## src/rtl/mem_dumper.sv

```systemverilog
// mem_dumper: reads a contiguous block of words from a memory read port and
// streams the bytes out little-endian over an 8N1 UART transmit line.
module mem_dumper #(
  parameter int          SERIAL_WCNT = 50,
  parameter logic [31:0] DUMP_BASE   = 32'h0,
  parameter int          DUMP_SIZE   = 512 * 1024,
  parameter int          MEM_LATENCY = 1
) (
  input  logic        CLK,
  input  logic        RST_X,
  input  logic        START,
  output logic [31:0] ADDR,
  output logic        RE,
  input  logic [31:0] RDATA,
  output logic        TXD,
  output logic        BUSY,
  output logic        DONE
);

  localparam int                BAUD_W    = (SERIAL_WCNT > 1) ? $clog2(SERIAL_WCNT) : 1;
  localparam logic [BAUD_W-1:0] BAUD_LAST = BAUD_W'(SERIAL_WCNT - 1);
  localparam int                LAT_W     = (MEM_LATENCY > 1) ? $clog2(MEM_LATENCY) : 1;
  localparam logic [LAT_W-1:0]  LAT_LAST  = LAT_W'(MEM_LATENCY - 1);
  localparam logic [31:0]       NUM_WORDS = 32'(DUMP_SIZE / 4);
  // Bit slots within a frame: 0 = start, 1..8 = data LSB first, 9 = stop.
  localparam logic [3:0]        LAST_DATA = 4'd8;
  localparam logic [3:0]        STOP_BIT  = 4'd9;

  typedef enum logic [1:0] {IDLE, READ, WAIT, SEND} state_e;

  state_e              state_q, state_d;
  logic [31:0]         waddr_q, waddr_d;   // address of the word being dumped
  logic [31:0]         words_q, words_d;   // words still to send, including current
  logic [LAT_W-1:0]    lat_q, lat_d;
  logic [31:0]         shift_q, shift_d;   // captured word, low byte is on the wire
  logic [1:0]          byte_q, byte_d;
  logic [3:0]          bit_q, bit_d;
  logic [BAUD_W-1:0]   baud_q, baud_d;
  logic [31:0]         addr_q, addr_d;
  logic                re_q, re_d;
  logic                txd_q, txd_d;
  logic                busy_q, busy_d;
  logic                done_q, done_d;

  assign ADDR = addr_q;
  assign RE   = re_q;
  assign TXD  = txd_q;
  assign BUSY = busy_q;
  assign DONE = done_q;

  // Next-state and next-output logic; registered outputs are computed one
  // cycle ahead so they change together with the state.
  always_comb begin
    // NOTE: every signal gets a default before the case so no path leaves a
    // value unassigned, which would otherwise infer a latch.
    state_d = state_q;
    waddr_d = waddr_q;
    words_d = words_q;
    lat_d   = lat_q;
    shift_d = shift_q;
    byte_d  = byte_q;
    bit_d   = bit_q;
    baud_d  = baud_q;
    addr_d  = addr_q;
    re_d    = 1'b0;
    txd_d   = txd_q;
    busy_d  = busy_q;
    done_d  = done_q;

    unique case (state_q)
      IDLE: begin
        txd_d = 1'b1;
        if (START) begin
          done_d  = 1'b0;
          waddr_d = DUMP_BASE;
          words_d = NUM_WORDS;
          if (NUM_WORDS == 32'd0) begin
            busy_d = 1'b0;
            done_d = 1'b1;
          end else begin
            state_d = READ;
            busy_d  = 1'b1;
            re_d    = 1'b1;
            addr_d  = DUMP_BASE;
          end
        end
      end
      READ: begin
        state_d = WAIT;
        lat_d   = '0;
      end
      WAIT: begin
        // The READ cycle counts as the first latency cycle.
        if (lat_q == LAT_LAST) begin
          shift_d = RDATA;
          state_d = SEND;
          byte_d  = 2'd0;
          bit_d   = 4'd0;
          baud_d  = '0;
          txd_d   = 1'b0;
        end else begin
          lat_d = lat_q + 1'b1;
        end
      end
      SEND: begin
        if (baud_q != BAUD_LAST) begin
          baud_d = baud_q + 1'b1;
        end else begin
          baud_d = '0;
          if (bit_q != STOP_BIT) begin
            bit_d = bit_q + 4'd1;
            txd_d = (bit_q == LAST_DATA) ? 1'b1 : shift_q[bit_q[2:0]];
          end else if (byte_q != 2'd3) begin
            byte_d  = byte_q + 2'd1;
            bit_d   = 4'd0;
            txd_d   = 1'b0;
            shift_d = {8'h00, shift_q[31:8]};
          end else begin
            words_d = words_q - 32'd1;
            waddr_d = waddr_q + 32'd4;
            if (words_q == 32'd1) begin
              state_d = IDLE;
              busy_d  = 1'b0;
              done_d  = 1'b1;
            end else begin
              state_d = READ;
              re_d    = 1'b1;
              addr_d  = waddr_q + 32'd4;
            end
          end
        end
      end
      default: state_d = IDLE;
    endcase
  end

  // State and output registers with asynchronous active-low reset.
  always_ff @(posedge CLK or negedge RST_X) begin
    if (!RST_X) begin
      // NOTE: sequential state uses non-blocking assignments so every flop
      // samples the values from before this edge.
      state_q <= IDLE;
      waddr_q <= '0;
      words_q <= '0;
      lat_q   <= '0;
      shift_q <= '0;
      byte_q  <= '0;
      bit_q   <= '0;
      baud_q  <= '0;
      addr_q  <= '0;
      re_q    <= 1'b0;
      txd_q   <= 1'b1;
      busy_q  <= 1'b0;
      done_q  <= 1'b0;
    end else begin
      state_q <= state_d;
      waddr_q <= waddr_d;
      words_q <= words_d;
      lat_q   <= lat_d;
      shift_q <= shift_d;
      byte_q  <= byte_d;
      bit_q   <= bit_d;
      baud_q  <= baud_d;
      addr_q  <= addr_d;
      re_q    <= re_d;
      txd_q   <= txd_d;
      busy_q  <= busy_d;
      done_q  <= done_d;
    end
  end

endmodule
```

## config.mk

```make
export PLATFORM = sky130hd
export DESIGN_NAME = mem_dumper
export DESIGN_NICKNAME = d
export VERILOG_FILES = /design/src/rtl/mem_dumper.sv
export SDC_FILE = /design/constraint.sdc
export NUM_CORES = 1
export LEC_CHECK = 0
export BUFFER_PORTS_ARGS = -buffer_cell sky130_fd_sc_hd__buf_4
export CORE_UTILIZATION = 60
export DETAILED_ROUTE_END_ITERATION = 6
export PLACE_DENSITY = 0.89
export SLEW_MARGIN = 20
export SYNTH_ARGS = -nofsm -noshare
export SYNTH_HDL_FRONTEND = slang
export SYNTH_SLANG_ARGS = --single-unit
```

## constraint.sdc

```tcl
create_clock -name CLK -period 2.7 [get_ports CLK]
set_input_delay 0.54 -clock CLK [delete_from_list [all_inputs] [get_ports CLK]]
set_output_delay 0.54 -clock CLK [all_outputs]
set_load 0.05 [all_outputs]
```

==> Word-level counts from Yosys, hierarchy flattened <==
Cells that the tools add are included.
{ "totals": {"elab_cells": 118, "input_bits": 35, "out_inout_bits": 36, "regBits": 147} }
{ "op_classes": {"n_mux": 68, "add_sub_neg": 6, "n_eq_ne": 17, "n_lt_le_gt_ge": 1, "reduce_logical": 13} }
{ "op_table": {"columns": ["cell", "n"], "rows": [
  ["$mux 32", 16],
  ["$pmux 32 s2", 4],
  ["$add 32x3->32 const B", 1],
  ["$eq 32x1->1 const B", 1],
  ["$sub 32x1->32 const B", 1],
  ["$mux 1", 23],
  ["$mux 2", 9],
  ["$ne 2x2->1 const B", 9],
  ["$mux 4", 4],
  ["$reduce_and 5->1", 3],
  ["$mux 6", 2],
  ["$pmux 6 s2", 1],
  ["$reduce_and 6->1", 2],
  ["$pmux 1 s2", 4],
  ["$pmux 2 s4", 1],
  ["$pmux 4 s2", 1],
  ["$reduce_and 4->1", 2],
  ["$add 6x1->6 const B", 1],
  ["$lt 3x6->1 const B", 1],
  ["$ne 6x6->1 const B", 1],
  ["$reduce_bool 2->1", 3],
  ["$add 4x1->4 const B", 1],
  ["$eq 2x2->1 const B", 2],
  ["$eq 4x4->1 const B", 1],
  ["other kinds (11)", 11]
]} }

==> Logic depth before layout (Yosys ltp) <==
Gate-level depths: netlist of run 1.
{ "logic_depth": {"word_depth": 6, "mapped_depth": 10} }

==> Least setup slack after synthesis of run 1 <==
Ideal clock, no wire load.
{ "synth_path": {"path_kind": "register to register", "from": "reg words_q[12]", "to": "reg words_q[28]", "setup_ns": 0.078, "path_buffers": 0, "synth_period_minus_slack_ns": 2.430, "slack_ns": 0.270, "arrival_ns": 2.352, "path_stages_with_launch": 6, "path_cell_list": "dfrtp_1 > or4_4 > or4_4 > or4_1 > or4_1 > a21oi_1"} }
{ "synth_via": {"elab_chain_len": 5} }
{ "synth_lines": {"columns": ["item", "line", "text"], "rows": [
  ["from (decl)", "33", "logic [31:0] words_q, words_d;"],
  ["from (signal assigned)", "158", "words_q <= words_d;"],
  ["$sub 32x1->32", "119", "words_d = words_q - 32'd1;"],
  ["$mux 32", "113", "end else if (byte_q != 2'd3) begin"],
  ["$mux 32", "110", "if (bit_q != STOP_BIT) begin"],
  ["$mux 32", "106", "if (baud_q != BAUD_LAST) begin"],
  ["$pmux 32 s2", "70", "unique case (state_q)"]
]} }
Every way passes these cells. The select of a mux whose other input is x is not followed.
A chain may end at the register's enable or synchronous reset.

==> Worst setup path in the final report of run 1 <==
{ "layout_path": {"from": "reg bit_q[1]", "to": "reg words_q[26]"} }
{ "layout_via": {"elab_chain_len": 3} }
{ "layout_lines": {"columns": ["item", "line", "text"], "rows": [
  ["from (decl)", "37", "logic [3:0] bit_q, bit_d;"],
  ["from (signal assigned)", "162", "bit_q <= bit_d;"],
  ["$ne 4x4->1", "110", null],
  ["$ne 2x2->1 (no line)", null, null],
  ["$reduce_and 5->1 (no line)", null, null]
]} }
Every way passes these cells.

==> results of run 1 <==
[worst paths after layout]
kind | start | end | slack (ps) | cells after the start
worst max register to register | bit_q[1]$_DFFE_PN0P_ | words_q[26]$_DFFE_PN0P_ | 110 | 8
worst min-delay path | RST_X | words_q[13]$_DFFE_PN0P_ | 60 | 1
worst max-delay path | bit_q[1]$_DFFE_PN0P_ | words_q[26]$_DFFE_PN0P_ | 110 | 8
min in group CLK | RDATA[24] | shift_q[24]$_DFFE_PN0P_ | 330 | 2
max in group asynchronous | RST_X | TXD$_DFFE_PN1P_ | 1840 | 2
worst min register to register | shift_q[9]$_DFFE_PN0P_ | shift_q[9]$_DFFE_PN0P_ | 480 | 2
[report_power, final]
part / total, mW / internal [mW] / switching [mW]
clock network: 2.27 / 1.30 / 0.965
registers: 2.23 / 2.21 / 0.0151
logic: 0.121 / 0.0553 / 0.0657
[layer usage]
| layer | up-vias | wire [um] | global-route usage, % |
|---|---|---|---|
| met5 | - | 0 | 0 |
| met1 | 3290 | 8015 | 40.34 |
| li1 | 3145 | - | - |
| met2 | 358 | 9757 | 51.03 |
| met4 | 0 | 478 | 14.02 |
| met3 | 51 | 1564 | 6.067 |
[critical path: cells and delay by family (launching register included)]
family	cells	cell delay (ps)
flops	1	440
fa+ha+maj	1	180
simple gates	3	1060
compound gates	2	470
buf+inv	2	340
[kinds of logic after synthesis]
logic type	count (synthesis)
AND/OR/NAND/NOR	286
AO/OA/AOI/OAI	214
flip-flops	146
buffers and inverters	84
multiplexers	59
adder cells (fa/ha/maj)	14
XOR/XNOR	9
[metrics by stage]
step | cells | setup WS [ps]
after global routing | 1068 | 13.97
after detailed placement | 1037 | 87.32
after global placement | 1037 | 209.8
after CTS | 1068 | 72.60
after floorplan | 812 | 269.8
final | 1068 | 111.4
[flip-flops by register name, summed over array words and instances, names as in the netlist]
signal,cells
waddr_q,32
words_q,32
bit_q,4
state_q,2
DONE,1
byte_q,2
ADDR,32
shift_q,32
baud_q,6
RE,1
TXD,1
BUSY,1
[cells in the mapped netlist, types with 6 or more instances]
master | number | area (um2)
sky130_fd_sc_hd__clkbuf_1 | 39 | 146.4
sky130_fd_sc_hd__a21oi_1 | 38 | 190.2
sky130_fd_sc_hd__buf_1 | 7 | 26.28
sky130_fd_sc_hd__o31ai_1 | 19 | 142.6
sky130_fd_sc_hd__mux2_2 | 16 | 180.2
sky130_fd_sc_hd__mux2i_1 | 41 | 410.4
sky130_fd_sc_hd__nor3_1 | 22 | 110.1
sky130_fd_sc_hd__nor4_1 | 16 | 100.1
sky130_fd_sc_hd__o41ai_1 | 9 | 78.83
sky130_fd_sc_hd__dfrtp_1 | 145 | 3628
sky130_fd_sc_hd__nand4_1 | 23 | 143.9
sky130_fd_sc_hd__a22o_1 | 29 | 254.0
sky130_fd_sc_hd__and3_1 | 7 | 43.79
sky130_fd_sc_hd__nand3_1 | 25 | 125.1
sky130_fd_sc_hd__nand2_1 | 82 | 307.8
sky130_fd_sc_hd__o21ai_0 | 91 | 455.4
sky130_fd_sc_hd__or3_1 | 14 | 87.58
sky130_fd_sc_hd__nor2_1 | 25 | 93.84
sky130_fd_sc_hd__inv_1 | 33 | 123.9
sky130_fd_sc_hd__xnor2_1 | 7 | 61.31
sky130_fd_sc_hd__or2_2 | 6 | 37.54
sky130_fd_sc_hd__nand2b_1 | 12 | 75.07
sky130_fd_sc_hd__and4_1 | 8 | 70.07
sky130_fd_sc_hd__ha_1 | 14 | 175.2
sky130_fd_sc_hd__and2_1 | 8 | 50.05
sky130_fd_sc_hd__or4_1 | 19 | 142.6
[cell type report]
class                           instances  area, um2  share of cell area [%]
Clock buffer                           19      442.9                   4.800
Clock inverter                         12      125.1                   1.356
Inverter                               34      127.6                   1.383
Multi-Input combinational cell        582       3847                   41.69
Sequential cell                       146       3655                   39.61
Tap cell                              172      215.2                   2.332
Timing Repair Buffer                  103      814.5                   8.827
==> results.md, run 1 <==
Clocking:
- The number of buffers created by CTS is 17.
- Counting every sink on the clock net gives 146.
- The insertion delay to the later sink of the worst-skew pair is 430 ps.
- In this run the number of H-tree levels came out at 4.
- In this run the clock root is driven by a sky130_fd_sc_hd__clkbuf_16.
- Buffers added to address setup during post-CTS repair amount to 0.
- The clock slew seen by the registers of the worst setup and hold paths is 60 ps.
- The count of hold buffers inserted by post-cts repair is 0.
- The post-cts gate resize count is 0.
- The CTS tree is yes.
- No sink is reached through more buffers than the 2 on the longest clock path.

Critical path:
- On the critical path, the stage with the largest delay is an instance of sky130_fd_sc_hd__or4b_2.
- The stage delay of the slowest cell on the critical path is 660 ps.
- Along the worst path, the maximum fanout reaches 68.
- The data arrival time of the critical path is 2940 ps.
- By startpoint and endpoint, the worst setup path is classified as reg -> reg.
- The type of origin of the critical path is a flop.
- STA classifies the critical path endpoint as a flop.
- The signal on the critical path passes through inv_1, ha_1, and4b_1, nand4_1, o21a_2, buf_12, or4b_2, a21oi_1.
- The required time at the worst-slack endpoint is 3050 ps.

Routing:
- The count of nets left with antenna violations once routing finished came out at 0.
- The final wirelength is 19820 um.
- In the routed design, unresolved DRC markers number 0.
- In the routed layout, each cell is associated on average with a via count of 6.408.
- The detailed router's first-iteration violation count is 675.
- For this block, the via count after detailed routing is 6844.
- After detailed routing, the average wire length per cell comes to 18.55 um.
- The first detailed-routing pass took 6 iterations.

Outcome:
- The flow ran to the end, and the final reports show no timing, DRC or antenna violations.

Synthesis:
- After Yosys synthesis, XOR and XNOR cells account for 1.015% of the synthesized area.
- The netlist uses 59 different library cells.
- Summing the areas of all compound-gate instances in the mapped netlist gives 17.36% of the synthesized area.
- The number of nets produced by synthesis is 861.
- After synthesis the netlist holds a flip-flop and latch count of 146.
- The area fraction in and, or, nand and nor cells after synthesis is 20.01%.
- The mean instance size in the synthesized netlist is 9.566 um2.
- Counting every instance in the synthesized netlist gives 812.
- The largest family of logic cells by synthesized area is simple AND/OR/NAND/NOR gates.
- The number of enable flip-flop cells after synthesis is 0.
- The most used flip-flop cell after synthesis is sky130_fd_sc_hd__dfrtp_1.
- The part of the Yosys area used for sequential elements is 47.05%.
- Of all flip-flops after synthesis, the portion carrying an async set or reset was 100.0%.
- The number of synthesis warnings is 0.
- The post-synthesis cell area is 7767 um2.
- Measured against the total synthesized area, the mux share comes to 8.183%.
- The share of synthesized cell area in full adder, half adder and majority cells is 2.255%.

GRT:
- The largest net degree at the start of global routing is 69.
- The global-route wire length before repair is 32110 um.
- The global router's overall resource usage is 31.16%.
- The number of antenna violations at the first check in global routing is 0.
- The total congestion overflow after global routing is 0.
- The via count of the first global-routing pass came to 6514.

Placement:
- The detailed placement HPWL is 12860 um.
- The weighted congestion at the end of routability-driven global placement is 0.9229.
- Summing all placed instances gives a cell area of 8645 um2.
- The total of buffers placed on input and output ports is 70.

STA:
- On the final layout, the worst hold slack is 64.17 ps.
- The clock skew is 11.95 ps.
- The final number of hold-violating endpoints is 0.
- At the pin with the least slew margin, the transition time is 756.4 ps.
- Setup violations remaining at the end of the flow were counted as 0.
- Setup repair after global routing left no endpoint under its margin.
- The post-route clock period utilization is 95.87%.
- Based on the critical path, the design can be clocked at up to 0.3863 GHz.
- The max-slew violation count came to 0.
- The minimum clock period after layout is 2589 ps.
- For the final routed database, the setup TNS stands at 0 ps.
- The worst-case headroom to the max-slew limit is 49.11%.

Cells and area:
- In the layout the commonest cells are sky130_fd_sc_hd__dfrtp_1, sky130_fd_sc_hd__buf_4, sky130_fd_sc_hd__o21ai_0, sky130_fd_sc_hd__nand2_1, sky130_fd_sc_hd__mux2i_1.
- At the end of the flow the core is filled with cells to 73.12%.
- The number of antenna diodes in the final layout is 0.
- The most common cell after layout, fill and taps aside is sky130_fd_sc_hd__dfrtp_1.
- Of the cells placed in the final design, the portion with a size suffix greater than 1 is 18.86%.
- Compared with the post-synthesis result, the final layout area differs by 18.80%.
- The final layout contains 933 nets.
- The final instance area is 9228 um2.
- The number of inserted filler cells in the final layout is 897.

Die:
- For this configuration, the core starts out at a cell density of 61.55%.
- The core region area is 12620 um2.
- The die covers 13410 um2.
- The number of ports placed on the die boundary is 71.
- In this run the horizontal extent of the chip is 115.8 um.
- The floorplan has 41 rows.
- The vertical extent of the die is 115.8 um.

Power and ir drop:
- The static leakage is 4.114 nW.
- The design draws 4.618 mW.
- The peak ir drop on the vdd network is 0.3590 mV.
- For this design the ratio of total power to cell area is 500.5 nW/um2.

Run:
- The number of maximum-capacitance violations is 0.

Hold path:
- The worst hold path class is in -> async.
No activity file was read; power rests on OpenSTA's default activity.
==> inputs of run 2 (changes only) <==
--- a/config.mk
+++ b/config.mk
@@ -6,9 +6,11 @@
 export NUM_CORES = 1
 export LEC_CHECK = 0
 export BUFFER_PORTS_ARGS = -buffer_cell sky130_fd_sc_hd__buf_4
+export CORE_MARGIN = 2
 export CORE_UTILIZATION = 60
 export DETAILED_ROUTE_END_ITERATION = 6
 export PLACE_DENSITY = 0.89
+export REMOVE_ABC_BUFFERS = 1
 export SLEW_MARGIN = 20
 export SYNTH_ARGS = -nofsm -noshare
 export SYNTH_HDL_FRONTEND = slang
==> results.md, run 2 (synthesized netlist as in run 1, its figures left out) <==
Critical path:
- The stage delay of the slowest cell on the critical path is 850 ps.
- The combined buffer and inverter count along the critical path is 1.
- The maximum fanout encountered on the critical timing path is 16.
- The slowest cell on the critical path is sky130_fd_sc_hd__a21oi_2.
- Traced cell by cell, the critical path runs through inv_1, ha_1, and4b_1, nand4_1, o21a_2, a21oi_2, mux2i_1.
- The critical path is of the reg -> reg type.
- The cell depth of the worst setup path is 7.
- The depth of the worst register-to-register path is 7.
- STA classifies the critical path endpoint as a flop.
- The cell family contributing the most delay on the critical path is compound AO/OA/AOI/OAI gates.
- The data arrival time of the critical path is 2940 ps.
- Data on the critical path is required at its endpoint by 3050 ps.
- STA classifies the critical path startpoint as a flop.

Placement:
- OpenSTA, run right after detailed placement, puts the worst setup slack at -107.9 ps.
- The detailed placement HPWL is 12410 um.
- Input and output buffers added on the ports amount to 70.
- The placed instance area is 8645 um2.
- The number of cells in the design after placement is 1037.
- The congestion estimate from routability-driven global placement came to 0.9074.

Routing:
- The count of antenna-violating nets left after detailed routing is 0.
- The detailed-route vias per instance is 6.447.
- The first-pass detailed-route iteration total is 7.
- The total DRC errors in the routed layout is 1.
- After detailed routing, the average wire length per cell comes to 18.37 um.
- Summing over every cut layer, the via total after detailed routing is 6892.
- The final wirelength is 19640 um.
- The detailed router's first-iteration violation count is 687.

GRT:
- The via count of the first global-routing pass is 6656.
- The largest net degree at the start of global routing is 92.
- The first global-routing pass estimated 32450 um of wire.
- The number of antenna violations at the first check in global routing is 0.
- The total overflow left after global routing is 0.
- The global router's overall resource usage is 28.98%.

STA:
- The worst-case headroom to the max-slew limit is 22.90%.
- The worst-margin pin slew is 1156 ps.
- Across the routed clock network, the largest skew measured is 9.349 ps.
- The smallest setup slack after layout is 110.2 ps.
- The final number of hold-violating endpoints was 0.
- The final hold slack is 126.1 ps.
- For this run, the top clock speed supported by timing is 0.3861 GHz.
- The post-route clock period utilization is 95.92%.
- The minimum clock period after layout is 2590 ps.
- Setup repair after global routing left no endpoint under its margin.
- Setup violations remaining at the end of the flow were counted as 0.
- In the final timing run, aggregate negative setup slack is 0 ps.
- The max-slew violation count was 0.

Clocking:
- The number of post-CTS setup repair buffers is 0.
- The maximum number of buffers from clock root to sink is 2.
- In this run, CTS created clock tree buffers numbering 17.
- At the later pin of the worst-skew pair, clock insertion delay measures 430 ps.
- The count of hold buffers inserted by post-cts repair is 0.
- The clock sink total is 146.
- The cell sitting at the root of the clock tree is a sky130_fd_sc_hd__clkbuf_16.
- The number of levels the H-tree was split into is 4.
- The CTS tree is yes.
- The clock slew seen by the registers of the worst setup and hold paths is 60 ps.

Cells and area:
- The library cell used most frequently in the layout, excluding fill and tap cells, is sky130_fd_sc_hd__dfrtp_1.
- The final non-filler cell total is 1069.
- The final antenna diode count is 0.
- The area growth from synthesis to layout is 18.81%.
- Cells fill 73.13% of the core in the end.
- The number of inserted filler cells in the final layout is 927.
- The post-layout net count is 934.
- The share of final-layout standard cells stronger than drive strength 1 is 18.39%.
- The top cell types in the final layout, fill and taps aside, are sky130_fd_sc_hd__dfrtp_1, sky130_fd_sc_hd__buf_4, sky130_fd_sc_hd__o21ai_0, sky130_fd_sc_hd__nand2_1, sky130_fd_sc_hd__mux2i_1.
- The final instance area is 9229 um2.

Die:
- Pin placement for this block handled 71 I/O pins.
- In this run the core area contains 41 standard-cell rows.
- The vertical extent of the die is 117.8 um.
- From left edge to right edge, the die measures 117.8 um.
- The core region area is 12620 um2.
- The floorplan step defined a die boundary enclosing 13870 um2.
- The initial standard-cell utilization of the core is 61.55%.

Power and ir drop:
- The switching part of the total is 20.66%.
- The cell area power density is 491.7 nW/um2.
- IR analysis of the VDD net gives a maximum drop of 0.4912 mV.
- The internal power of the cells totals 3.600 mW.
- The sequential share of power is 49.1%.
- The power spent charging and discharging nets is 0.9377 mW.
- The share of total power dissipated in the clock network is 48.2%.
- The overall power is 4.538 mW.
- The static leakage is 4.133 nW.
- The portion of total power attributed to combinational logic is 2.7%.

Run:
- The tool flagged a number of max-cap violations equal to 0.

Hold path:
- The worst hold path class is in -> async.

Outcome:
- The run finished, with violations left.
- The checks that failed: design-rule violations.
run 2: worst reg2reg max path, delay by kind of cell (launching register included):
kind | cells | cell delay, ps
fa+ha+maj | 1 | 180
mux | 1 | 290
simple gates | 2 | 400
buf+inv | 1 | 100
flops | 1 | 370
compound gates | 2 | 1160
run 2: timing repair:
item | CTS | global route
cloned | 0 | 1
setup endpoints to repair | 14 | 21
resized for setup | 2 | 5
run 2: power by group through the flow:
stage          logic (mW)  clock network, mW  registers [mW]
2_1_floorplan      0.0300                  0            2.26
3_3_place_gp        0.121                  0            2.26
3_5_place_dp        0.126                  0            2.27
4_1_cts             0.126               2.21            2.23
5_1_grt             0.139               2.32            2.23
6_report            0.122               2.19            2.23
run 2: layout make-up:
class	instances	area [um2]	area share, %
Multi-Input combinational cell	583	3862	41.85
Clock buffer	26	489.2	5.301
Inverter	34	127.6	1.383
Sequential cell	146	3655	39.60
Tap cell	172	215.2	2.332
Clock inverter	5	52.55	0.5694
Timing Repair Buffer	103	827.0	8.961
run 2: worst paths after layout:
kind,slack (ps),startpoint,endpoint
worst max-delay path,110,bit_q[1]$_DFFE_PN0P_,ADDR[17]$_DFFE_PN0P_
worst min-delay path,130,RST_X,words_q[22]$_DFFE_PN0P_
worst max register to register,110,bit_q[1]$_DFFE_PN0P_,ADDR[17]$_DFFE_PN0P_
worst min register to register,490,shift_q[19]$_DFFE_PN0P_,shift_q[19]$_DFFE_PN0P_
max in group asynchronous,1920,RST_X,ADDR[8]$_DFFE_PN0P_
min in group CLK,330,RDATA[26],shift_q[26]$_DFFE_PN0P_
run 2: layer usage:
metal  wire, um  vias up  global-route usage, %
met5          0        -                      0
met4        490        0                  11.52
met3       1746       58                  7.607
met2       9570      379                  46.66
met1       7834     3304                  37.56
li1           -     3151                      -
==> inputs of run 3 (changes only) <==
--- a/config.mk
+++ b/config.mk
@@ -7,9 +7,9 @@
 export LEC_CHECK = 0
 export BUFFER_PORTS_ARGS = -buffer_cell sky130_fd_sc_hd__buf_4
 export CORE_MARGIN = 2
-export CORE_UTILIZATION = 60
+export CORE_UTILIZATION = 54
 export DETAILED_ROUTE_END_ITERATION = 6
-export PLACE_DENSITY = 0.89
+export PLACE_DENSITY = 0.76
 export REMOVE_ABC_BUFFERS = 1
 export SLEW_MARGIN = 20
 export SYNTH_ARGS = -nofsm -noshare
==> constraint.sdc (replaced) <==
create_clock -name CLK -period 2.33 [get_ports CLK]
set_input_delay 0.466 -clock CLK [delete_from_list [all_inputs] [get_ports CLK]]
set_output_delay 0.466 -clock CLK [all_outputs]
set_load 0.05 [all_outputs]
==> results.md, run 3 (synthesized netlist as in run 1, its figures left out) <==
Outcome:
- The flow ran to the end, but the final reports show violations.
- The final reports fail on negative setup slack.

Power and ir drop:
- Dividing total power by cell area gives a power density of 569.3 nW/um2.
- The portion of total power attributed to combinational logic is 2.5%.
- The internal power of the cells is 4.561 mW.
- The analysis attributes to net switching a power of 1.164 mW.
- VDD sags by at most 0.4452 mV.
- Registers are responsible for 45.1% of the overall power.
- The clock network power share is 52.4%.
- In this run the static leakage power is 4.569 nW.
- Of the total power, the share spent switching nets is 20.33%.
- The design draws 5.725 mW.

Placement:
- After detailed placement, the design holds a cell count of 1089.
- The weighted congestion at the end of routability-driven global placement is 0.9672.
- The detailed placement HPWL is 13430 um.
- In this run the tool buffered the top-level ports with 70 buffer cells.

Routing:
- The first-pass detailed-route iteration total is 5.
- The number of vias after detailed routing is 7050.
- The count of nets left with antenna violations once routing finished came out at 0.
- The detailed router's first-iteration violation count is 634.
- The detailed-route vias per instance is 6.195.
- After detailed routing, the average wire length per cell comes to 18.09 um.
- The final wirelength is 20590 um.
- After detailed routing, the number of remaining DRC violations is 0.

Die:
- The total area inside the core boundary comes to 13990 um2.
- The number of ports placed on the die boundary is 71.
- The floorplan step set the die width to 123.9 um.
- From bottom edge to top edge, the die measures 123.9 um.
- The die covers 15360 um2.
- The initial standard-cell utilization of the core is 55.53%.
- The initialized floorplan defines 43 standard-cell rows.

Hold path:
- The startpoint identified for the worst hold timing path is RDATA[25].
- The path class of the tightest hold or removal check is in -> reg.
- The worst hold path cell count is 2.
- For hold timing, the worst endpoint is shift_q[25]$_DFFE_PN0P_.

Critical path:
- The critical path capture point type is a flop.
- The end of the worst register-to-register path is words_q[28]$_DFFE_PN0P_.
- The setup check on the worst reg-to-reg path leaves a slack of -130 ps.
- For the worst setup path, the data required time is 2680 ps.
- The critical path class is reg -> reg.
- For the worst flop-to-flop path, the logic depth is 5.
- The type of origin of the critical path is a flop.
- Tracing the worst setup path back leads to its startpoint at words_q[12]$_DFFE_PN0P_.
- The data arrival time of the critical path is 2810 ps.
- The startpoint of the lowest-slack register-to-register path is words_q[12]$_DFFE_PN0P_.
- Of all nets on the critical path, the largest fanout is 3.

STA:
- The final total negative setup slack is -296.6 ps.
- The smallest setup slack after layout is -127.4 ps.
- The timing-limited maximum frequency is 0.4069 GHz.
- The worst-margin pin slew is 668.2 ps.
- The max-slew violation count is 0.
- For the final database, setup skew stands at 15.47 ps.
- The worst-case headroom to the max-slew limit is 55.15%.
- The worst path uses 105.5% of the clock period.
- Counting I/O delays and the setup requirement, the final critical path takes 2457 ps.
- Setup repair after global routing could not meet its margin everywhere.
- The final number of hold-violating endpoints is 0.
- Hold is met by 266.2 ps.
- The final setup violation count is 8.

Cells and area:
- The area growth from synthesis to layout is 29.46%.
- Leaving out fill and tap cells, the most frequent cells in the layout are sky130_fd_sc_hd__buf_4, sky130_fd_sc_hd__dfrtp_1, sky130_fd_sc_hd__o21ai_0, sky130_fd_sc_hd__nand2_1, sky130_fd_sc_hd__mux2i_1.
- The library cell used most frequently in the layout, excluding fill and tap cells, is sky130_fd_sc_hd__buf_4.
- The post-layout net count is 994.
- At the end of the flow the core is filled with cells to 71.89%.
- The share of final-layout standard cells stronger than drive strength 1 is 27.14%.
- The number of antenna diodes in the final layout is 0.
- The count of cells in the finished layout, fillers not included, comes to 1138.

GRT:
- Global routing consumed, over all layers together, 27.00% of the routing resources.
- Global routing finished with a remaining overflow of 0.
- The global-route wire length before repair is 32440 um.
- The via count of the first global-routing pass is 6701.
- The number of antenna violations at the first check in global routing is 0.
- The largest net degree at the start of global routing is 62.

Clocking:
- The clock passes through at most 2 buffers.
- The number of buffers created by CTS is 17.
- The number of levels the H-tree was split into is 4.
- The insertion delay to the later sink of the worst-skew pair is 430 ps.
- The clock slew seen by the registers of the worst setup and hold paths is 60 ps.
- TritonCTS built the clock tree.
- The clock sink total is 146.
- The tree is rooted in a sky130_fd_sc_hd__clkbuf_16.

Run:
- The number of maximum-capacitance violations is 0.
## run 3: cell type report
cell class,instances,area [um2]
clock buffers,19,442.9
fillers,989,3933
clock inverters,13,207.7
repair buffers,162,1365
inverters,34,127.6
flip-flops and latches,146,3655
well taps,180,225.2
multi-input cells,584,4033
## run 3: critical path: stages (launching register included)
cell and delay (ps):
sky130_fd_sc_hd__dfrtp_1 400, sky130_fd_sc_hd__or4_4 520, sky130_fd_sc_hd__or4_4 440, sky130_fd_sc_hd__or4_4 440, sky130_fd_sc_hd__or4_4 450, sky130_fd_sc_hd__a21oi_4 130
## run 3: repair_timing
action	4_1_cts	5_1_grt
resized for setup	11	47
pin swaps	5	18
setup buffers	5	6
cloned	1	4
hold buffers	1	0
setup endpoints to repair	43	55
hold endpoints to repair	38	0
## run 3: metal layers
metal	vias up	part of all wire, %	track usage (%)
met5	-	0	0
met4	0	2.8	11.10
li1	3278	-	-
met3	57	7.2	6.639
met1	3429	41	34.21
met2	286	49	44.47
## run 3: power by group through the flow
stage / registers [mW] / logic (mW) / clock network [mW]
2_1_floorplan: 2.62 / 0.0348 / 0
5_1_grt: 2.58 / 0.164 / 3.15
4_1_cts: 2.58 / 0.148 / 3.03
6_report: 2.58 / 0.143 / 3.00
3_3_place_gp: 2.62 / 0.140 / 0
3_5_place_dp: 2.63 / 0.146 / 0
## run 3: worst max path at each step
stage | end | slack [ps] | depth (start not counted)
after floorplan | ADDR[11]$_DFFE_PN0P_ | -4610 | 6
after global placement | words_q[28]$_DFFE_PN0P_ | -130 | 5
after detailed placement | words_q[16]$_DFFE_PN0P_ | -170 | 9
after CTS | words_q[28]$_DFFE_PN0P_ | -90 | 5
after global routing | words_q[29]$_DFFE_PN0P_ | -170 | 8
final | words_q[28]$_DFFE_PN0P_ | -130 | 5
## run 3: through the flow
step	worst slack (ps)	cell area, um2
6_report	-127.4	10060
5_1_grt	-168.9	10060
4_1_cts	-89.62	9751
3_5_place_dp	-169.0	8997
3_3_place_gp	-132.4	8997
2_1_floorplan	-4610	7575
